**config.mk**
```make
export PLATFORM = sky130hd
export DESIGN_NAME = dec_scan_n_flat
export DESIGN_NICKNAME = d
export VERILOG_FILES = /design/src/rtl/dec_scan_n_if.sv /design/src/rtl/dec_scan_n.sv /design/src/flat_wrapper.sv
export SDC_FILE = /design/constraint.sdc
export NUM_CORES = 1
export LEC_CHECK = 0
export ABC_AREA = 1
export CAP_MARGIN = 20
export CORE_MARGIN = 3
export CORE_UTILIZATION = 34
export DETAILED_ROUTE_END_ITERATION = 6
export GPL_ROUTABILITY_DRIVEN = 0
export PLACE_DENSITY = 0.58
export SLEW_MARGIN = 20
export SYNTH_ARGS = -nofsm -noshare
export SYNTH_HDL_FRONTEND = slang
export SYNTH_SLANG_ARGS = --single-unit
export TNS_END_PERCENT = 10
```
**constraint.sdc**
```tcl
create_clock -name clk -period 1.1 [get_ports clk]
set_input_delay 0.11 -clock clk [delete_from_list [all_inputs] [get_ports clk]]
set_output_delay 0.11 -clock clk [all_outputs]
set_load 0.02 [all_outputs]
```
**src/rtl/dec_scan_n_if.sv**
```systemverilog
// -----------------------------------------------------------------------------
// dec_scan_n_if
//   Bundle between control logic and the dec_scan_n decoder.
//   Build option: DEC_SCAN_DIR_EN adds the 'dir' scan-direction signal.
//
//   Signals:
//     e     control -> decoder  enable; 0 forces all outputs low
//     mode  control -> decoder  0 = direct decode of s, 1 = auto-scan
//     s     control -> decoder  select / scan start index (SEL_W bits)
//     dir   control -> decoder  scan direction, 0 = up, 1 = down (option)
//     o     decoder -> control  registered one-hot (or all-zero) output
//     idx   decoder -> control  registered index currently shown on o
//     tick  decoder -> control  one-cycle pulse when idx advances in scan
// -----------------------------------------------------------------------------
interface dec_scan_n_if #(
  parameter int SEL_W = 2
);
  localparam int N = 1 << SEL_W;

  logic             e;
  logic             mode;
  logic [SEL_W-1:0] s;
`ifdef DEC_SCAN_DIR_EN
  logic             dir;
`endif
  logic [N-1:0]     o;
  logic [SEL_W-1:0] idx;
  logic             tick;

`ifdef DEC_SCAN_DIR_EN
  modport master (output e, mode, s, dir, input o, idx, tick);
  modport slave  (input e, mode, s, dir, output o, idx, tick);
`else
  modport master (output e, mode, s, input o, idx, tick);
  modport slave  (input e, mode, s, output o, idx, tick);
`endif
endinterface

```
**src/rtl/dec_scan_n.sv**
```systemverilog
// -----------------------------------------------------------------------------
// dec_scan_n
//   Registered 1-of-2^SEL_W decoder with enable and an auto-scan mode that
//   walks the active output around the ring every DIV clocks (e.g. digit
//   selects of a multiplexed 7-segment display).
//   Build option: DEC_SCAN_DIR_EN adds a scan direction input (bus.dir).
//
//   Ports:
//     clk  clock, all state on rising edge
//     rst  synchronous, active-high reset (priority over everything)
//     bus  dec_scan_n_if.slave: e, mode, s, [dir] in; o, idx, tick out
//
//   Parameters:
//     SEL_W  select width, output count N = 2^SEL_W
//     DIV    clock cycles per scan step, DIV >= 1
// -----------------------------------------------------------------------------
module dec_scan_n #(
  parameter int SEL_W = 2,
  parameter int DIV   = 4
) (
  input  logic          clk,
  input  logic          rst,
  dec_scan_n_if.slave   bus
);
  localparam int N  = 1 << SEL_W;
  // Prescaler is at least one bit wide so DIV=1 still has a legal register.
  localparam int PW = (DIV > 1) ? $clog2(DIV) : 1;
  localparam logic [PW-1:0] PRESC_MAX = PW'(DIV - 1);

  typedef enum logic [1:0] {
    ST_OFF    = 2'd0,
    ST_DIRECT = 2'd1,
    ST_SCAN   = 2'd2
  } state_e;

  state_e           state_q;
  logic [N-1:0]     o_q;
  logic [SEL_W-1:0] idx_q;
  logic [SEL_W-1:0] idx_d;
  logic             tick_q;
  logic [PW-1:0]    presc_q;

  function automatic logic [N-1:0] onehot(input logic [SEL_W-1:0] i);
    onehot = {{(N-1){1'b0}}, 1'b1} << i;
  endfunction

  // Index the scan moves to on an advance edge; modulo-N wrap comes free
  // from the SEL_W-bit arithmetic.
  always_comb begin
`ifdef DEC_SCAN_DIR_EN
    idx_d = bus.dir ? (idx_q - SEL_W'(1)) : (idx_q + SEL_W'(1));
`else
    idx_d = idx_q + SEL_W'(1);
`endif
  end

  // NOTE: every register here uses non-blocking assignment so all state
  // updates see the pre-edge values of each other, as the hardware does.
  always_ff @(posedge clk) begin
    if (rst) begin
      state_q <= ST_OFF;
      o_q     <= '0;
      idx_q   <= '0;
      tick_q  <= 1'b0;
      presc_q <= '0;
    end else if (!bus.e) begin
      // idx deliberately holds its last value while off.
      state_q <= ST_OFF;
      o_q     <= '0;
      tick_q  <= 1'b0;
      presc_q <= '0;
    end else if (!bus.mode) begin
      state_q <= ST_DIRECT;
      idx_q   <= bus.s;
      o_q     <= onehot(bus.s);
      tick_q  <= 1'b0;
      presc_q <= '0;
    end else if (state_q != ST_SCAN) begin
      // Scan entry always restarts from s; a previous position is not resumed.
      state_q <= ST_SCAN;
      idx_q   <= bus.s;
      o_q     <= onehot(bus.s);
      tick_q  <= 1'b0;
      presc_q <= '0;
    end else if (presc_q == PRESC_MAX) begin
      idx_q   <= idx_d;
      o_q     <= onehot(idx_d);
      tick_q  <= 1'b1;
      presc_q <= '0;
    end else begin
      tick_q  <= 1'b0;
      presc_q <= presc_q + PW'(1);
    end
  end

  assign bus.o    = o_q;
  assign bus.idx  = idx_q;
  assign bus.tick = tick_q;
endmodule

```
**src/flat_wrapper.sv**
```systemverilog
// flat-port wrapper written by rule: the top's interface ports become plain ports
module dec_scan_n_flat 
#(
  parameter int SEL_W = 2,
  parameter int DIV   = 4
)
  (clk, rst, bus_e, bus_mode, bus_s, bus_o, bus_idx, bus_tick);
  dec_scan_n_if #(.SEL_W(SEL_W)) bus_i ();
  input  logic clk;
  input  logic rst;
  input wire logic [$bits(bus_i.e)-1:0] bus_e;
  input wire logic [$bits(bus_i.mode)-1:0] bus_mode;
  input wire logic [$bits(bus_i.s)-1:0] bus_s;
  output wire logic [$bits(bus_i.o)-1:0] bus_o;
  output wire logic [$bits(bus_i.idx)-1:0] bus_idx;
  output wire logic [$bits(bus_i.tick)-1:0] bus_tick;
  assign bus_i.e = bus_e;
  assign bus_i.mode = bus_mode;
  assign bus_i.s = bus_s;
  assign bus_o = bus_i.o;
  assign bus_idx = bus_i.idx;
  assign bus_tick = bus_i.tick;
  dec_scan_n #(.SEL_W(SEL_W), .DIV(DIV)) u_core (.clk(clk), .rst(rst), .bus(bus_i));
endmodule
```
Yosys cells after proc, flatten, opt, wreduce, memory -nomap -nowiden
Index checks and enable logic that the tools add are counted.

storage, ports and cells
  register bits = 11
  logic and storage cells = 30
  input port bits = 6
  output and inout port bits = 7

cells by class
  bitwise operators = 2
  reductions and logical operators = 5
  equality and inequality tests = 4
  muxes and demuxes = 9
  shift operators = 2
  add/sub/neg operators = 2

operator list
  cell                   number
  $mux W4                3
  $shl A1 B2 Y4 const A  2
  $mux W2                3
  $reduce_or A5 Y1       1
  $add A2 B1 Y2 const B  2
  $reduce_or A4 Y1       1
  $mux W1                3
  $ne A3 B1 Y1 const B   1
  $reduce_or A3 Y1       1
  $eq A2 B2 Y1 const B   1
  $ne A2 B1 Y1 const B   1
  $ne A2 B2 Y1 const B   1
  $not A1 Y1             2
  $reduce_and A2 Y1      1
  $reduce_or A2 Y1       1

Logic depth before layout (Yosys ltp)
Gate-level depths: netlist of the first run.

  depth in word-level cells = 5
  depth in mapped cells = 7
  depth with buffers taken out = 7

Worst setup path after synthesis of the first run
OpenSTA, ideal clock, no wires.

  kind = reg-to-reg
  from = reg u_core.idx_q[0] (netlist: u_core.bus.idx[0])
  to = reg u_core.idx_q[1] (netlist: u_core.bus.idx[1])
  arrival = 1.124 ns
  stages on the path, launching flop included = 7
  period minus slack after synthesis = 1.236 ns
  path buffers = 0
  path slack = -0.136 ns
  library setup time = 0.113 ns
  required time = 0.987 ns
  cells stage by stage = dfxtp_1 > inv_1 > ha_1 > nand4_1 > nand2_1 > nor2_1 > nor2_1

on the way
  longest elaborated chain between the ends = 4

ends and longest elaborated chain
  item                      RTL line          RTL
  start: declaration        dec_scan_n.sv:38  logic [SEL_W-1:0] idx_q;
  start signal: assignment  dec_scan_n.sv:74  idx_q <= bus.s;
  start signal: assignment  dec_scan_n.sv:81  idx_q <= bus.s;
  start signal: assignment  dec_scan_n.sv:86  idx_q <= idx_d;
  $add A2 B1 Y2             dec_scan_n.sv:53  idx_d = idx_q + SEL_W'(1);
  $mux W2                   dec_scan_n.sv:85  end else if (presc_q == PRESC_MAX) begin
  $mux W2                   dec_scan_n.sv:78  end else if (state_q != ST_SCAN) begin
  $mux W2                   dec_scan_n.sv:72  end else if (!bus.mode) begin

Every way passes these cells. The select of a mux whose other input is x is not followed.
A chain may end at the register's enable or synchronous reset.

Worst setup path after layout of the first run
  from = reg u_core.idx_q[1] (netlist: u_core.bus.idx[1])
  to = out bus_idx[1]

RTL lines
  item              RTL line            RTL
  end: declaration  flat_wrapper.sv:15  output wire logic [$bits(bus_i.idx)-1:0] bus_idx;

No word-level cell between the ends.

==> results of run 1 <==
logic make-up (layout without fill, tap and decap cells):
kind of cell               after synthesis  after routing  synth area share, %
and+or+nand+nor                         43             43                 39.9
buffers and inverters                   12             36                 8.26
DFF                                     11             11                 40.4
adders and majority gates                5              5                 11.5
worst reg2reg max path, cell delays in order (launching register included):
cell     delay (ns)
dfxtp_4        0.36
inv_1          0.11
ha_4           0.22
nand4_1        0.08
nand2_1        0.05
nor2_1         0.08
nor2_1         0.05
state kept, by name, indices dropped and copies added (netlist names):
name	count
u_core.bus.idx	2
u_core.bus.tick	1
u_core.state_q	2
u_core.presc_q	2
u_core.bus.o	4
repair_timing:
| item | in CTS | in global routing |
|---|---|---|
| gates resized for setup | 8 | 9 |
| cloned | 0 | 0 |
| buffers inserted | 0 | 1 |
| endpoints found under the setup margin | 12 | 10 |
| pin swaps | 0 | 3 |
stage by stage:
stage,setup TNS [ns],hold slack [ns],std cells,instance area (µm²)
detailed placement,-1.00,0.417,105,742
CTS,0,0.430,109,762
finish,0,0.454,110,805
global route,-0.0115,0.477,110,805
global placement,-0.986,0.408,105,742
floorplan,0,0.182,71,551
worst paths after layout:
kind              cells past startpoint  slack, ns                           start                              to
hold / removal                        2       0.45    u_core.bus.o[2]$_SDFFE_PP0P_    u_core.bus.o[2]$_SDFFE_PP0P_
hold reg to reg                       2       0.45    u_core.bus.o[2]$_SDFFE_PP0P_    u_core.bus.o[2]$_SDFFE_PP0P_
setup / recovery                      1       0.05  u_core.bus.idx[1]$_SDFFE_PP0P_                      bus_idx[1]
setup reg to reg                      6       0.06  u_core.bus.idx[0]$_SDFFE_PP0P_  u_core.bus.idx[1]$_SDFFE_PP0P_
metal layers:
metal	routed length (µm)	part of all wire (%)	GRT usage [%]
met5	0	0	0
met4	13	1.2	3.41
met3	83	7.5	8.20
met2	496	45	18.1
met1	514	46	14.6
synthesized netlist by cell type:
library cell	number
ha_1	5
inv_2	4
nand2_2	2
nor2_1	9
nand2_1	17
dfxtp_1	11
nand3_1	4
nand4_1	6
inv_1	8
nor2_2	1
nor2_4	3
nand3_2	1
power by group through the flow:
stage / Sequential, mW / Clock, mW / Combinational, mW
finish: 0.424 / 0.269 / 0.149
global route: 0.425 / 0.306 / 0.167
CTS: 0.422 / 0.282 / 0.137
detailed placement: 0.432 / 0 / 0.142
global placement: 0.431 / 0 / 0.143
floorplan: 0.442 / 0 / 0.0539
cell type report:
| class | count | share of cell area (%) |
|---|---|---|
| multi-input combinational | 48 | 38.9 |
| sequential | 11 | 28.3 |
| timing repair buffer | 20 | 21.6 |
| inverter | 12 | 5.60 |
| clock buffer | 4 | 3.27 |
| tap | 15 | 2.33 |
==> flow_metrics.env, run 1 <==
export IMPL_status="completed"
export IMPL_die_y_um=46.1
export IMPL_post_place_ws_ns=-0.139
export IMPL_antenna_found_initial=0
export IMPL_synthesis_area_um2=546
export IMPL_routedWlPerCell_um=10.1
export IMPL_synth_cell_type_count=12
export IMPL_core_area_um2=1400
export IMPL_port_buffers=12
export IMPL_drive_above_1_share_pct=31.6
export IMPL_grtUsageTotal_pct=12.3
export IMPL_synth_seq_area_share_pct=40.4
export IMPL_fin_skew_ns=0.00740
export IMPL_syn_to_final_growth_pct=47.5
export IMPL_power_density_nw_per_um2=1050
export IMPL_viasPerCell=4.52
export IMPL_clkPwrFrac_pct=31.9
export IMPL_leakage_nw=0.383
export IMPL_setup_slack_ns=0.0471
export IMPL_slowest_stage="dfxtp_2"
export IMPL_grt_pass1_vias=445
export IMPL_regArea_um2=228
export IMPL_period_needed_ns=1.05
export IMPL_path_cells="clkdlybuf4s15_1"
export IMPL_avgSynthCellArea_um2=7.68
export IMPL_syn_inst=71
export IMPL_grt_overflow=0
export IMPL_setup_violations=0
export IMPL_slew_violations=0
export IMPL_internal_power_uw=625
export IMPL_cts_buffers=3
export IMPL_path_buf_inv=1
export IMPL_layout_commonest_cell="nand2_1"
export IMPL_cp_data_required_time_ns=0.99
export IMPL_synth_seq_cells=11
export IMPL_drt_iter0_drc=5
export IMPL_synth_area_leaders="dfxtp_1 (40%), nand2_1 (12%), ha_1 (11%), nand4_1 (6.9%), nor2_1 (6.2%)"
export IMPL_final_cell_mix="nand2_1 (17), nor2_1 (8), buf_4 (8), inv_1 (7), dfxtp_1 (7)"
export IMPL_cp_top_family="flip-flops"
export IMPL_hold_buffers=0
export IMPL_placementRows=13
export IMPL_grt_first_pass_wirelength_mm=1.77
export IMPL_drcViolationCount=0
export IMPL_hold_class="reg -> reg"
export IMPL_diodes=0
export IMPL_hpwl_um=847
export IMPL_slew_headroom_pct=85.8
export IMPL_ios=13
export IMPL_start_util_pct=39.0
export IMPL_yosys_area_top_type="dfxtp_1"
export IMPL_nets=107
export IMPL_startpoint_type="flop"
export IMPL_worstSetupPathType="reg -> out"
export IMPL_clock_fmax_mhz=950
export IMPL_cp_arrival_ns=0.94
export IMPL_post_route_period_util_pct=95.7
export IMPL_antenna_left=0
export IMPL_clk_pin_slew_ns=0.07
export IMPL_cts_sinks=11
export IMPL_die_w_um=46.1
export IMPL_insertion_delay_ns=0.27
export IMPL_max_vdd_ir_drop_mv=0.983
export IMPL_cts_buffer_depth=2
export IMPL_tritoncts="built"
export IMPL_rsz0062_at_grt="true"
export IMPL_syn_num_nets=82
export IMPL_final_hold_viol_count=0
export IMPL_yosysWarnings=0
export IMPL_p_sw_share_pct=25.6
export IMPL_die_area_um2=2120
export IMPL_postLayoutCoreUtil_pct=57.5
export IMPL_cap_violations=0
export IMPL_power_uw=841
export IMPL_ctsRootBufferMaster="clkbuf_4"
export IMPL_htreeDepth=1
export IMPL_worstPathMaxFanout=4
export IMPL_worst_pin_slew_ns=0.214
export IMPL_power_switching_uw=216
export IMPL_combinationalPowerShare_pct=17.7
export IMPL_fill_cells=143
export IMPL_cpPeakStageDelay_ns=0.37
export IMPL_drtPass1Iterations=4
export IMPL_vias=497
export IMPL_crit_path_end_kind="primary output"
export IMPL_synth_top_cell_area_share_pct=40.4
export IMPL_multi_input_area_um2=313
export IMPL_grt_max_degree=8
export IMPL_routed_wirelength_mm=1.11
export IMPL_seq_power_share_pct=50.4
(Power assumes the default switching activity.)
==> run 2: changes to the inputs <==
--- a/config.mk
+++ b/config.mk
@@ -12,7 +12,7 @@
 export DETAILED_ROUTE_END_ITERATION = 6
 export GPL_ROUTABILITY_DRIVEN = 0
 export PLACE_DENSITY = 0.58
-export SLEW_MARGIN = 20
+export SKIP_CTS_REPAIR_TIMING = 1
 export SYNTH_ARGS = -nofsm -noshare
 export SYNTH_HDL_FRONTEND = slang
 export SYNTH_SLANG_ARGS = --single-unit
==> flow_metrics.env, run 2 (synthesis gave the netlist of run 1 again) <==
export IMPL_status="completed"
export IMPL_path_cells="inv_1 -> ha_4 -> nand4_1 -> nand2_1 -> nor2_1 -> nor2_1"
export IMPL_setup_slack_ns=0.0572
export IMPL_cp_arrival_ns=1.21
export IMPL_path_common_cell="nor2_1"
export IMPL_slowest_stage="dfxtp_4"
export IMPL_routed_wirelength_mm=1.09
export IMPL_cp_data_required_time_ns=1.27
export IMPL_period_needed_ns=1.04
export IMPL_cts_buffers=3
export IMPL_power_density_nw_per_um2=1050
export IMPL_final_cell_mix="nand2_1 (17), nor2_1 (9), dfxtp_1 (9)"
export IMPL_placed_cells=105
export IMPL_cp_top_family="flip-flops"
export IMPL_grt_first_pass_wirelength_mm=1.79
export IMPL_cts_sinks=11
export IMPL_multi_input_area_um2=295
export IMPL_hold_class="reg -> reg"
export IMPL_start_util_pct=39.0
export IMPL_drcViolationCount=0
export IMPL_worst_pin_slew_ns=0.228
export IMPL_grt_overflow=0
export IMPL_grtUsageTotal_pct=12.4
export IMPL_clk_pin_slew_ns=0.07
export IMPL_hold_slack_ns=0.425
export IMPL_core_area_um2=1400
export IMPL_worstSetupPathType="reg -> reg"
export IMPL_ctsRootBufferMaster="clkbuf_4"
export IMPL_antenna_left=0
export IMPL_power_uw=842
export IMPL_clkPwrFrac_pct=32.0
export IMPL_drive_above_1_share_pct=27.7
export IMPL_cap_violations=0
export IMPL_drt_iter0_drc=5
export IMPL_max_vdd_ir_drop_mv=0.984
export IMPL_antenna_found_initial=0
export IMPL_path_buf_inv=1
export IMPL_clock_fmax_mhz=959
export IMPL_setup_tns_final_ns=0
export IMPL_combinationalPowerShare_pct=17.8
export IMPL_post_place_ws_ns=-0.139
export IMPL_tritoncts="built"
export IMPL_die_w_um=46.1
export IMPL_placementRows=13
export IMPL_crit_path_end_kind="flop"
export IMPL_seq_power_share_pct=50.2
export IMPL_diodes=0
export IMPL_hpwl_um=847
export IMPL_routedWlPerCell_um=10.0
export IMPL_syn_to_final_growth_pct=46.8
export IMPL_final_area_um2=801
export IMPL_htreeDepth=1
export IMPL_internal_power_uw=627
export IMPL_die_area_um2=2120
export IMPL_stdcell_count=109
export IMPL_postLayoutCoreUtil_pct=57.2
export IMPL_fill_cells=145
export IMPL_power_switching_uw=215
export IMPL_fin_skew_ns=0.00677
export IMPL_grt_max_degree=8
export IMPL_port_buffers=12
export IMPL_setup_violations=0
export IMPL_slew_violations=0
export IMPL_vias=497
export IMPL_layout_commonest_cell="nand2_1"
export IMPL_regArea_um2=225
export IMPL_dpl_instance_area_um2=742
export IMPL_worstPathMaxFanout=4
export IMPL_ios=13
export IMPL_final_hold_viol_count=0
export IMPL_insertion_delay_ns=0.27
export IMPL_post_route_period_util_pct=94.8
export IMPL_startpoint_type="flop"
export IMPL_p_sw_share_pct=25.5
export IMPL_slew_headroom_pct=84.8
export IMPL_grt_pass1_vias=449
export IMPL_cpPeakStageDelay_ns=0.36
export IMPL_viasPerCell=4.56
export IMPL_drtPass1Iterations=4
export IMPL_largest_reg_flops=4
export IMPL_cts_buffer_depth=2
export IMPL_rsz0062_at_grt="true"
export IMPL_die_y_um=46.1
export IMPL_leakage_nw=0.469
export IMPL_nets=106
[run 2: power groups by stage]
stage | clock (mW) | combinational, mW | sequential (mW)
detailed placement | 0 | 0.142 | 0.432
finish | 0.269 | 0.150 | 0.423
CTS | 0.282 | 0.144 | 0.423
floorplan | 0 | 0.0539 | 0.442
global placement | 0 | 0.143 | 0.431
global route | 0.302 | 0.167 | 0.424
[run 2: final cells by class]
class / count / share of cell area (%)
clock buffer: 4 / 3.28
inverter: 12 / 5.62
tap: 15 / 2.34
timing repair buffer: 19 / 23.7
sequential: 11 / 28.1
multi-input combinational: 48 / 36.9
[run 2: per-layer routing]
metal | GRT usage (%) | vias up | part of all wire, % | wire length (µm)
met5 | 0 | - | 0 | 0
met4 | 3.41 | 0 | 1.2 | 13
met3 | 8.20 | 2 | 8.1 | 88
met2 | 18.1 | 15 | 45 | 488
met1 | 14.8 | 206 | 46 | 499
li1 | - | 274 | - | -
[run 2: path summary, 6_finish.rpt]
check | start | end | slack (ns) | cells past startpoint
hold reg to reg | u_core.presc_q[0]$_SDFF_PP0_ | u_core.presc_q[0]$_SDFF_PP0_ | 0.43 | 1
hold / removal | u_core.presc_q[0]$_SDFF_PP0_ | u_core.presc_q[0]$_SDFF_PP0_ | 0.43 | 1
setup reg to reg | u_core.bus.idx[0]$_SDFFE_PP0P_ | u_core.bus.idx[1]$_SDFFE_PP0P_ | 0.06 | 6
setup / recovery | u_core.bus.idx[0]$_SDFFE_PP0P_ | u_core.bus.idx[1]$_SDFFE_PP0P_ | 0.06 | 6
